File: src/rtl/apb_uart_host_pkg.sv
// Shared definitions for the UART APB host: FSM encoding, peripheral
// register word addresses and the default access timeout.
package apb_uart_host_pkg;

  typedef enum logic [1:0] {
    ST_IDLE   = 2'd0,
    ST_SETUP  = 2'd1,
    ST_ACCESS = 2'd2
  } state_e;

  // Peripheral registers as word addresses (byte offset >> 2).
  localparam logic [9:0] REG_OPS  = 10'd0;
  localparam logic [9:0] REG_TR   = 10'd1;
  localparam logic [9:0] REG_MODE = 10'd2;
  localparam logic [9:0] REG_BAUD = 10'd4;

  localparam int unsigned WAIT_W          = 16;
  localparam int unsigned DEFAULT_TIMEOUT = 1024;

endpackage

File: src/rtl/apb_wait_timer.sv
// Access-phase wait counter for APB initiators: clear, increment and a
// terminal flag raised when the count equals a non-zero limit.
module apb_wait_timer
  import apb_uart_host_pkg::*;
#(
  parameter int unsigned W = WAIT_W
) (
  input  logic         clk,
  input  logic         rst,
  input  logic         clear_i,
  input  logic         inc_i,
  input  logic [W-1:0] limit_i,
  output logic         terminal_o
);

  logic [W-1:0] count_q, count_d;

  always_comb begin
    count_d = count_q;
    if (clear_i) begin
      count_d = '0;
    end else if (inc_i) begin
      count_d = count_q + W'(1);
    end
  end

  always_ff @(posedge clk) begin
    if (rst) begin
      count_q <= '0;
    end else begin
      count_q <= count_d;
    end
  end

  // A zero limit means "never expire".
  assign terminal_o = (limit_i != '0) && (count_q == limit_i);

endmodule

File: src/rtl/apb_uart_host.sv
// Single-outstanding APB initiator for the UART register port: one command
// in, one setup/access transfer out, one response strobe back.
module apb_uart_host
  import apb_uart_host_pkg::*;
#(
  parameter int unsigned TIMEOUT = DEFAULT_TIMEOUT
) (
  input  logic        clk,
  input  logic        rst,
  input  logic        cmd_valid,
  output logic        cmd_ready,
  input  logic        cmd_write,
  input  logic [9:0]  cmd_addr,
  input  logic [31:0] cmd_wdata,
  output logic        rsp_valid,
  output logic [31:0] rsp_rdata,
  output logic        rsp_err,
  output logic        sel,
  output logic        en,
  output logic [9:0]  addr,
  output logic        write_control,
  output logic [31:0] write_data,
  input  logic [31:0] read_data,
  input  logic        ready
);

  localparam logic [WAIT_W-1:0] TIMEOUT_LIMIT = WAIT_W'(TIMEOUT);

  state_e      state_q, state_d;
  logic [9:0]  addr_q, addr_d;
  logic        write_q, write_d;
  logic [31:0] wdata_q, wdata_d;
  logic        rsp_valid_q, rsp_valid_d;
  logic [31:0] rsp_rdata_q, rsp_rdata_d;
  logic        rsp_err_q, rsp_err_d;
  logic        timer_clear, timer_inc, timer_expired;

  apb_wait_timer #(
    .W (WAIT_W)
  ) u_wait_timer (
    .clk        (clk),
    .rst        (rst),
    .clear_i    (timer_clear),
    .inc_i      (timer_inc),
    .limit_i    (TIMEOUT_LIMIT),
    .terminal_o (timer_expired)
  );

  always_comb begin
    state_d     = state_q;
    addr_d      = addr_q;
    write_d     = write_q;
    wdata_d     = wdata_q;
    rsp_valid_d = 1'b0;
    rsp_rdata_d = rsp_rdata_q;
    rsp_err_d   = rsp_err_q;
    timer_clear = 1'b0;
    timer_inc   = 1'b0;
    unique case (state_q)
      ST_IDLE: begin
        if (cmd_valid) begin
          addr_d      = cmd_addr;
          write_d     = cmd_write;
          wdata_d     = cmd_wdata;
          timer_clear = 1'b1;
          state_d     = ST_SETUP;
        end
      end
      ST_SETUP: state_d = ST_ACCESS;
      ST_ACCESS: begin
        timer_inc = ~ready;
        // ready is checked first so a completion on the terminal cycle is not an error.
        if (ready) begin
          rsp_valid_d = 1'b1;
          rsp_rdata_d = write_q ? 32'd0 : read_data;
          rsp_err_d   = 1'b0;
          state_d     = ST_IDLE;
        end else if (timer_expired) begin
          rsp_valid_d = 1'b1;
          rsp_rdata_d = 32'd0;
          rsp_err_d   = 1'b1;
          state_d     = ST_IDLE;
        end
      end
      default: state_d = ST_IDLE;
    endcase
  end

  always_ff @(posedge clk) begin
    if (rst) begin
      state_q     <= ST_IDLE;
      addr_q      <= '0;
      write_q     <= 1'b0;
      wdata_q     <= '0;
      rsp_valid_q <= 1'b0;
      rsp_rdata_q <= '0;
      rsp_err_q   <= 1'b0;
    end else begin
      state_q     <= state_d;
      addr_q      <= addr_d;
      write_q     <= write_d;
      wdata_q     <= wdata_d;
      rsp_valid_q <= rsp_valid_d;
      rsp_rdata_q <= rsp_rdata_d;
      rsp_err_q   <= rsp_err_d;
    end
  end

  assign cmd_ready     = (state_q == ST_IDLE);
  assign sel           = (state_q != ST_IDLE);
  assign en            = (state_q == ST_ACCESS);
  assign addr          = addr_q;
  assign write_control = write_q;
  assign write_data    = wdata_q;
  assign rsp_valid     = rsp_valid_q;
  assign rsp_rdata     = rsp_rdata_q;
  assign rsp_err       = rsp_err_q;

endmodule

File: config.mk
export PLATFORM = sky130hd
export DESIGN_NAME = apb_uart_host
export DESIGN_NICKNAME = d
export VERILOG_FILES = /design/src/rtl/apb_uart_host_pkg.sv /design/src/rtl/apb_wait_timer.sv /design/src/rtl/apb_uart_host.sv
export SDC_FILE = /design/constraint.sdc
export NUM_CORES = 1
export LEC_CHECK = 0
export CORE_UTILIZATION = 44
export CTS_CLUSTER_DIAMETER = 200
export DETAILED_ROUTE_END_ITERATION = 10
export GPL_TIMING_DRIVEN = 0
export PLACE_DENSITY_LB_ADDON = 0.15
export SYNTH_ARGS = -nofsm -noshare
export SYNTH_HDL_FRONTEND = slang
export SYNTH_SLANG_ARGS = --single-unit
export TNS_END_PERCENT = 5
File: constraint.sdc
create_clock -name clk -period 3.9 [get_ports clk]
set_input_delay 0.78 -clock clk [delete_from_list [all_inputs] [get_ports clk]]
set_output_delay 0.78 -clock clk [all_outputs]
set_load 0.1 [all_outputs]
-- Yosys cells after proc, flatten, opt, wreduce, memory -nomap -nowiden
Cells that the tools add are included.
- flip-flop bits (word level): 95
- input port bits: 79
- output and inout port bits: 80
- $add $sub $neg: 1
- eq/ne operators: 5
- mux-type cells: 14
- bitwise gates (word level): 2
- reduce and logical (&&, ||, !) cells: 8
- operators by type and width (kind ; count):
    $mux 32 ; 3
    $add 16x1->16 const B ; 1
    $eq 16x11->1 const B ; 1
    $mux 1 ; 7
    $mux 2 ; 3
    $pmux 2 s3 ; 1
    $reduce_and 2->1 ; 3
    $reduce_bool 2->1 ; 2
    $reduce_or 2->1 ; 2
    $ne 3x1->1 const B ; 1
    $eq 2x1->1 const B ; 1
    $eq 2x2->1 const B ; 1
    $logic_not 2->1 ; 1
    $ne 2x2->1 const B ; 1
    $not 1->1 ; 2

-- Longest topological paths before layout
Gate-level depths: netlist (run 1).
- word-level depth: 4
- gate-level depth with buffers: 7

-- Modules after synthesis
A second synthesis (run 1) with hierarchy kept.
- cells, all modules: 433
- area, all modules: 3802.4 µm²
- modules (own cells, without submodules) (module ; times used ; cells each ; area an instance (µm²) ; sequential area each (µm²)):
    apb_uart_host ; 1 ; 319 ; 2822.7 ; 1581.5
    apb_wait_timer ; 1 ; 114 ; 979.7 ; 320.3

-- Worst setup path before layout (run 1)
No wires, ideal clock.
- path type: register to output
- from: reg state_q[1]
- to: out sel
- arrival: 2.629 ns
- data required time: 3.120 ns
- path slack: 0.491 ns
- stages on the path, launching flop included: 3
- buffers on the path: 0
- cells stage by stage: dfxtp_1 -> nor2_1 -> inv_1
- word-level cells in the longest chain between the ends: 1
- RTL lines (item ; RTL line ; source):
    start: declaration ; apb_uart_host.sv:29 ; state_e state_q, state_d;
    start signal: assignment ; apb_uart_host.sv:99 ; state_q <= state_d;
    $reduce_bool 2->1 ; apb_uart_host.sv:110 ; assign sel = (state_q != ST_IDLE);
    end: declaration ; apb_uart_host.sv:18 ; output logic sel,
No other way between the ends.

-- Worst setup path after layout (run 1)
- from: reg state_q[0]
- to: out en
- word-level cells in the longest chain between the ends: 1
- RTL lines (item ; RTL line ; source):
    $eq 2x2->1 ; apb_uart_host.sv:111 ; assign en = (state_q == ST_ACCESS);
    end: declaration ; apb_uart_host.sv:19 ; output logic en,
No other way between the ends.

==> impl_metrics.csv, run 1 <==
group,metric,value,unit
synthesis,synthXorXnorAreaFrac,2.33,%
synthesis,ys.flop_type,"dfxtp_1",
global_route,antenna_found_initial,0,
power,power_frac_clock,26.9,%
synthesis,synth-edff-count,0,
clocking,postCtsHoldBufs,0,
route,drt_iter0_drc,119,
clocking,htreeDepth,3,
critical_path,crit_type,"reg -> out",
finish,nNetsFinal,597,
power,power_leakage,1.87,nW
critical_path,cp.arrival,2.39,ns
clocking,cts_root_buf,"clkbuf_8",
floorplanning,dieArea,8060,sq um
synthesis,synth_top_area_share,56.1,%
synthesis,yosysSeqAreaShare,56.1,%
synthesis,synth_fa_ha_area_share,0.738,%
floorplanning,start_util,46.2,%
power,power_frac_seq,47.8,%
route,vias,3218,
floorplanning,io-pin-count,159,
route,post_drt_wl_per_cell,15.0,microns
clocking,post_cts_resized,0,
min_path,min_path_type,"reg -> reg",
route,drc,0,
critical_path,crit_path_max_incr_delay,1.16,ns
power,combPwrFrac,25.3,%
synthesis,synth-seq-cells,95,
power,ir_drop,0.235,mV
power,power_switching,0.748,mW
synthesis,postSynthCellCount,347,
power,internal_power,1.41,mW
critical_path,cp_cell_sequence,"nand2b_1 > clkbuf_1 > inv_1 > clkdlybuf4s50_1",
power,powerDensity,409,nW/um^2
global_route,track_usage,23.3,%
synthesis,muxShareOfSynthArea,0,%
power,power.share.switching,34.7,%
critical_path,cp.buffers_inverters,3,
timing,whs,0.478,ns
timing,rsz0062_at_grt,"no",
finish,fillers,584,
timing,finalClockSkew,0.00864,ns
synthesis,synthArstFlopShare,0,%
timing,setup_tns,0,ns
status,status,"finished clean",
critical_path,cp_top_family,"buffers and inverters",
timing,final_hold_viol_count,0,
route,routed_wl,9320,microns
place,io_buffer_count,158,
critical_path,cp-start-kind,"flop",
timing,maxSlewViolCount,0,
clocking,clkTransAtPathRegs,0.09,ns
floorplanning,die_y,89.8,microns
place,pre_cts_ws,1.13,ns
synthesis,syn-cell-area,3390,sq um
synthesis,synth_top_area_cell,"dfxtp_1",
global_route,grt_max_degree,17,
floorplanning,coreArea,7330,sq um
clocking,cts_buffer_depth,2,
run,cap_violations,0,
critical_path,worst_setup_path_end_kind,"primary output",
clocking,cts_setup_buffers,0,
synthesis,syn_nets,428,
synthesis,synth_top_family_by_area,"compound AO/OA/AOI/OAI gates",
timing,worstMarginPinSlew,1.03,ns
clocking,clk_latency,0.36,ns
synthesis,synth_area_per_cell,9.77,sq um
timing,max_slew_margin,31.4,%
critical_path,cp_max_fo,9,
finish,antennaDiodeCount,0,
place,gp_congestion,0.782,
finish,areaGrowthSynthToFinish,55.4,%
timing,fmax,315,MHz
clocking,cts.sinks,95,
timing,setup_viol,0,
floorplanning,die_w,89.8,microns
synthesis,synth_simple_gate_area_share,13.1,%
global_route,overflow,0,
finish,drive_gt1_share,5.18,%
timing,fin_crit,3.17,ns
place,hpwlAfterDp,6860,microns
global_route,grt_pass1_vias,3116,
synthesis,synth_area_leaders,"dfxtp_1 56%, a22o_1 11%, a21oi_1 6.2%",
timing,layout_setup_ws,0.727,ns
critical_path,cpMaxStageDelayCell,"clkdlybuf4s50_1",
floorplanning,floorplan.rows,31,
critical_path,required,3.12,ns
clocking,cts_tree,"yes",
clocking,cts_buffers,9,
synthesis,synth_compound_area_share,23.9,%
route,drtAntennaViolNets,0,
synthesis,ys_types,33,
route,vias_per_cell,5.19,
global_route,grt_pass1_wl,15000,microns
route,drt_pass1_iterations,4,
synthesis,ys_warn_count,0,
timing,fin_crit_sh,81.4,%
-- layout by cell type, fill, tap and decap left out, types with 4 or more instances in the layout --
cell,n
o31ai_1,5
clkbuf_8,9
clkbuf_1,19
nand3_1,4
clkinv_4,4
buf_2,5
o21ai_0,34
a21oi_1,42
or4_1,5
nor2_1,11
nand2b_1,4
a22o_1,43
nand2_1,39
inv_1,6
dfxtp_1,95
xor2_1,6
clkdlybuf4s50_1,158
-- cell type report --
| type | instances | area, sq um | area share [%] |
|---|---|---|---|
| inverters | 6 | 22.5 | 0.427 |
| flip-flops and latches | 95 | 1900 | 36.1 |
| well taps | 99 | 124 | 2.35 |
| plain buffers | 25 | 108 | 2.04 |
| repair buffers | 158 | 1580 | 30.0 |
| multi-input cells | 221 | 1360 | 25.8 |
| clock inverters | 7 | 50.0 | 0.950 |
| clock buffers | 9 | 124 | 2.35 |
-- path summary, 6_finish.rpt --
kind	slack, ns	cells past startpoint	startpoint	to
worst max register to register	1.81	7	u_wait_timer.count_q[0]	rsp_rdata[25]
worst min register to register	0.48	2	rsp_rdata[9]	rsp_rdata[9]
worst min-delay path	0.48	2	rsp_rdata[9]	rsp_rdata[9]
worst max-delay path	0.73	4	state_q[0]	en
-- cell families (layout without fill, tap and decap cells) --
logic type               after synthesis  in the layout
AO/OA/AOI/OAI                        126            126
XOR/XNOR                               9              9
adder cells (fa/ha/maj)                2              2
buffers and inverters                 31            205
flip-flops                            95             95
AND/OR/NAND/NOR                       84             84
-- layer usage --
layer | up-vias | wire length [microns] | global-route usage [%]
met5 | - | 0 | 0
met2 | 122 | 4470 | 39.5
met3 | 15 | 787 | 8.88
li1 | 1582 | - | -
met4 | 0 | 208 | 9.29
met1 | 1499 | 3850 | 26.2
-- metrics by stage --
stage | utilization (%) | total power [mW] | cells | area [sq um]
floorplan | - | 1.41 | 347 | 3390
global placement | 69.5 | 1.59 | 604 | 5090
detailed placement | 69.5 | 1.60 | 604 | 5090
CTS | 71.9 | 2.16 | 620 | 5270
global route | 71.9 | 2.23 | 620 | 5270
finish | 71.9 | 2.16 | 620 | 5270
-- power by group through the flow --
stage               sequential, mW  combinational [mW]  clock (mW)
floorplan                     1.32              0.0929           0
global placement              1.05               0.541           0
detailed placement            1.05               0.546           0
CTS                           1.03               0.547       0.586
global route                  1.04               0.564       0.625
finish                        1.03               0.545       0.579
-- worst min-delay path, cell delays in order (launching register included) --
cell     delay, ns
dfxtp_1       0.31
o21ai_0       0.06
a21oi_1       0.06
-- flip-flops by register name, indices dropped and copies added, names as in the netlist --
register	cells
state_q	2
rsp_valid	1
addr	10
rsp_rdata	32
u_wait_timer.count_q	16
rsp_err	1
write_control	1
write_data	32
-- cell usage after synthesis, types with 2 or more instances --
master	n
a21oi_1	42
o31ai_1	5
a22o_1	43
nor3b_1	2
nand2b_1	4
xnor2_1	3
ha_1	2
nand2_1	39
or4_1	5
and3_1	2
buf_2	5
dfxtp_1	95
o21ai_0	34
xor2_1	6
nor2_1	11
nor3_1	3
inv_1	6
clkbuf_1	19
nor4b_1	2
nand4_1	2
nand3_1	4
and4_1	2
Power figures use the tool's default switching activity.
==> run 2, diff against run 1 <==
CORE_UTILIZATION = 37   (was 44)
clock period = 2.5 ns   (was 3.9 ns; I/O delays follow)
==> run 2 against run 1 <==
The run now ends with design-rule violations left; count of clock-buffer cells in the layout rose by 1; global-route usage fell by 3.6 points; die area rose by 18%; sequential cell count did not move; hold slack improved by 0.0042 ns; critical endpoint is now write_control; largest cell class unchanged.
==> impl_metrics.csv, run 2 (synthesis results as in run 1) <==
group,metric,value,unit
status,status,"finished, violations left",
status,violations,"design-rule violations",
power,powerDensity,637,nW/um^2
finish,seqCellArea,1900,sq um
floorplanning,dieArea,9550,sq um
finish,areaGrowthSynthToFinish,55.6,%
timing,setup_viol,0,
critical_path,rrSetupSlack,0.47,ns
place,hpwlAfterDp,6770,microns
floorplanning,floorplan.rows,34,
power,power_frac_seq,47.9,%
place,gp_congestion,0.765,
min_path,min_path_type,"reg -> reg",
floorplanning,coreArea,8810,sq um
route,drt_pass1_iterations,7,
clocking,cts_buffers,9,
route,vias,3164,
power,combPwrFrac,25.1,%
critical_path,cp_max_fo,3,
floorplanning,io-pin-count,159,
route,routed_wl,9280,microns
finish,antennaDiodeCount,0,
place,pre_cts_ws,-0.00335,ns
timing,final_hold_viol_count,0,
power,power.share.switching,34.6,%
critical_path,r2r_cells,7,
critical_path,cp-start-kind,"flop",
critical_path,cpMaxStageDelayCell,"clkdlybuf4s50_1",
power,power_switching,1.16,mW
route,drtAntennaViolNets,0,
global_route,grt_max_degree,17,
route,post_drt_wl_per_cell,14.8,microns
clocking,postCtsHoldBufs,0,
critical_path,regToRegEndpoint,"rsp_rdata[13]",
floorplanning,start_util,38.5,%
critical_path,rr_startpoint,"u_wait_timer.count_q[0]",
route,vias_per_cell,5.03,
finish,utilization,59.9,%
critical_path,cp_cell_sequence,"clkdlybuf4s50_1",
power,ir_drop,0.416,mV
floorplanning,die_y,97.7,microns
power,power_leakage,1.86,nW
finish,nNetsFinal,597,
timing,fin_crit_sh,96.5,%
clocking,htreeDepth,3,
critical_path,crit_type,"reg -> out",
finish,layout_commonest_cell,"clkdlybuf4s50_1",
timing,rsz0062_at_grt,"no",
critical_path,cp_top_family,"buffers and inverters",
route,drt_iter0_drc,149,
critical_path,required,2.00,ns
timing,max_slew_margin,32.4,%
global_route,grt_pass1_wl,15100,microns
critical_path,crit_path_max_incr_delay,1.18,ns
clocking,cts_buffer_depth,2,
global_route,overflow,0,
place,io_buffer_count,158,
timing,finalClockSkew,0.0114,ns
clocking,cts_tree,"yes",
timing,maxSlewViolCount,0,
clocking,cts_root_buf,"clkbuf_8",
timing,worstMarginPinSlew,1.01,ns
global_route,grt_pass1_vias,3127,
min_path,hold_depth,2,
critical_path,cp.arrival,1.91,ns
critical_path,worst_setup_path_end_kind,"primary output",
finish,most-common-layout-cells,"155 x clkdlybuf4s50_1, 95 x dfxtp_1, 43 x a22o_1",
clocking,cts_setup_buffers,0,
timing,fin_crit,2.41,ns
floorplanning,die_w,97.7,microns
finish,fillers,767,
run,cap_violations,0,
timing,fmax,415,MHz
power,power_frac_clock,26.9,%
min_path,holdCritStartpoint,"rsp_rdata[14]",
finish,drive_gt1_share,5.37,%
power,internal_power,2.20,mW
global_route,antenna_found_initial,0,
clocking,clk_latency,0.35,ns
timing,layout_setup_ws,0.0880,ns
min_path,worst_hold_path.endpoint,"rsp_rdata[14]",
finish,multi_input_area,1360,sq um
global_route,track_usage,19.7,%
clocking,cts.sinks,95,
route,drc,12,
critical_path,cp.buffers_inverters,1,
clocking,clkTransAtPathRegs,0.09,ns
run 2: metrics by stage:
step / instance area, sq um / setup TNS [ns] / hold WS, ns / std cells / power [mW]
final: 5280 / 0 / 0.482 / 629 / 3.36
after detailed placement: 5110 / -0.00335 / 0.463 / 613 / 2.49
after global routing: 5280 / 0 / 0.499 / 629 / 3.49
after global placement: 5110 / -0.00349 / 0.459 / 613 / 2.49
after CTS: 5280 / -0.129 / 0.480 / 629 / 3.39
after floorplan: 3390 / 0 / 0.452 / 347 / 2.20
run 2: how the worst max path moves through the flow:
stage / start / end / cells past startpoint
floorplan: state_q[1] / sel / 2
global placement: state_q[0] / en / 4
detailed placement: state_q[0] / en / 4
CTS: state_q[0] / en / 4
global route: write_control / write_control / 1
finish: write_control / write_control / 1
run 2: final cells by class:
type | instances | area share, %
clock inverters | 6 | 0.878
well taps | 108 | 2.56
repair buffers | 158 | 29.8
multi-input cells | 221 | 25.8
plain buffers | 25 | 2.04
flip-flops and latches | 95 | 36.1
inverters | 6 | 0.427
clock buffers | 10 | 2.42
run 2: power by group through the flow:
| stage | clock, mW | combinational, mW | sequential, mW |
|---|---|---|---|
| after floorplan | 0 | 0.145 | 2.06 |
| after global placement | 0 | 0.847 | 1.64 |
| after detailed placement | 0 | 0.849 | 1.64 |
| after CTS | 0.933 | 0.848 | 1.61 |
| after global routing | 0.992 | 0.876 | 1.62 |
| final | 0.905 | 0.844 | 1.61 |
run 2: layer usage:
| metal | GRT usage, % | vias to the layer above | wire (microns) |
|---|---|---|---|
| met4 | 5.24 | 0 | 56 |
| met3 | 8.85 | 4 | 941 |
| met5 | 0 | - | 0 |
| met2 | 31.5 | 115 | 4230 |
| li1 | - | 1586 | - |
| met1 | 24.0 | 1459 | 4050 |
run 2: worst reg2reg max path: stages (launching register included):
cell	delay, ns
dfxtp_1	0.41
inv_1	0.06
ha_1	0.19
nor4b_1	0.16
a41oi_1	0.45
clkbuf_1	0.39
o21ai_0	0.15
a21oi_1	0.17
run 2: what timing repair did:
| action | in CTS | in global routing |
|---|---|---|
| gates cloned | 0 | 0 |
| endpoints found under the setup margin | 3 | 1 |
| gates resized for setup | 3 | 2 |
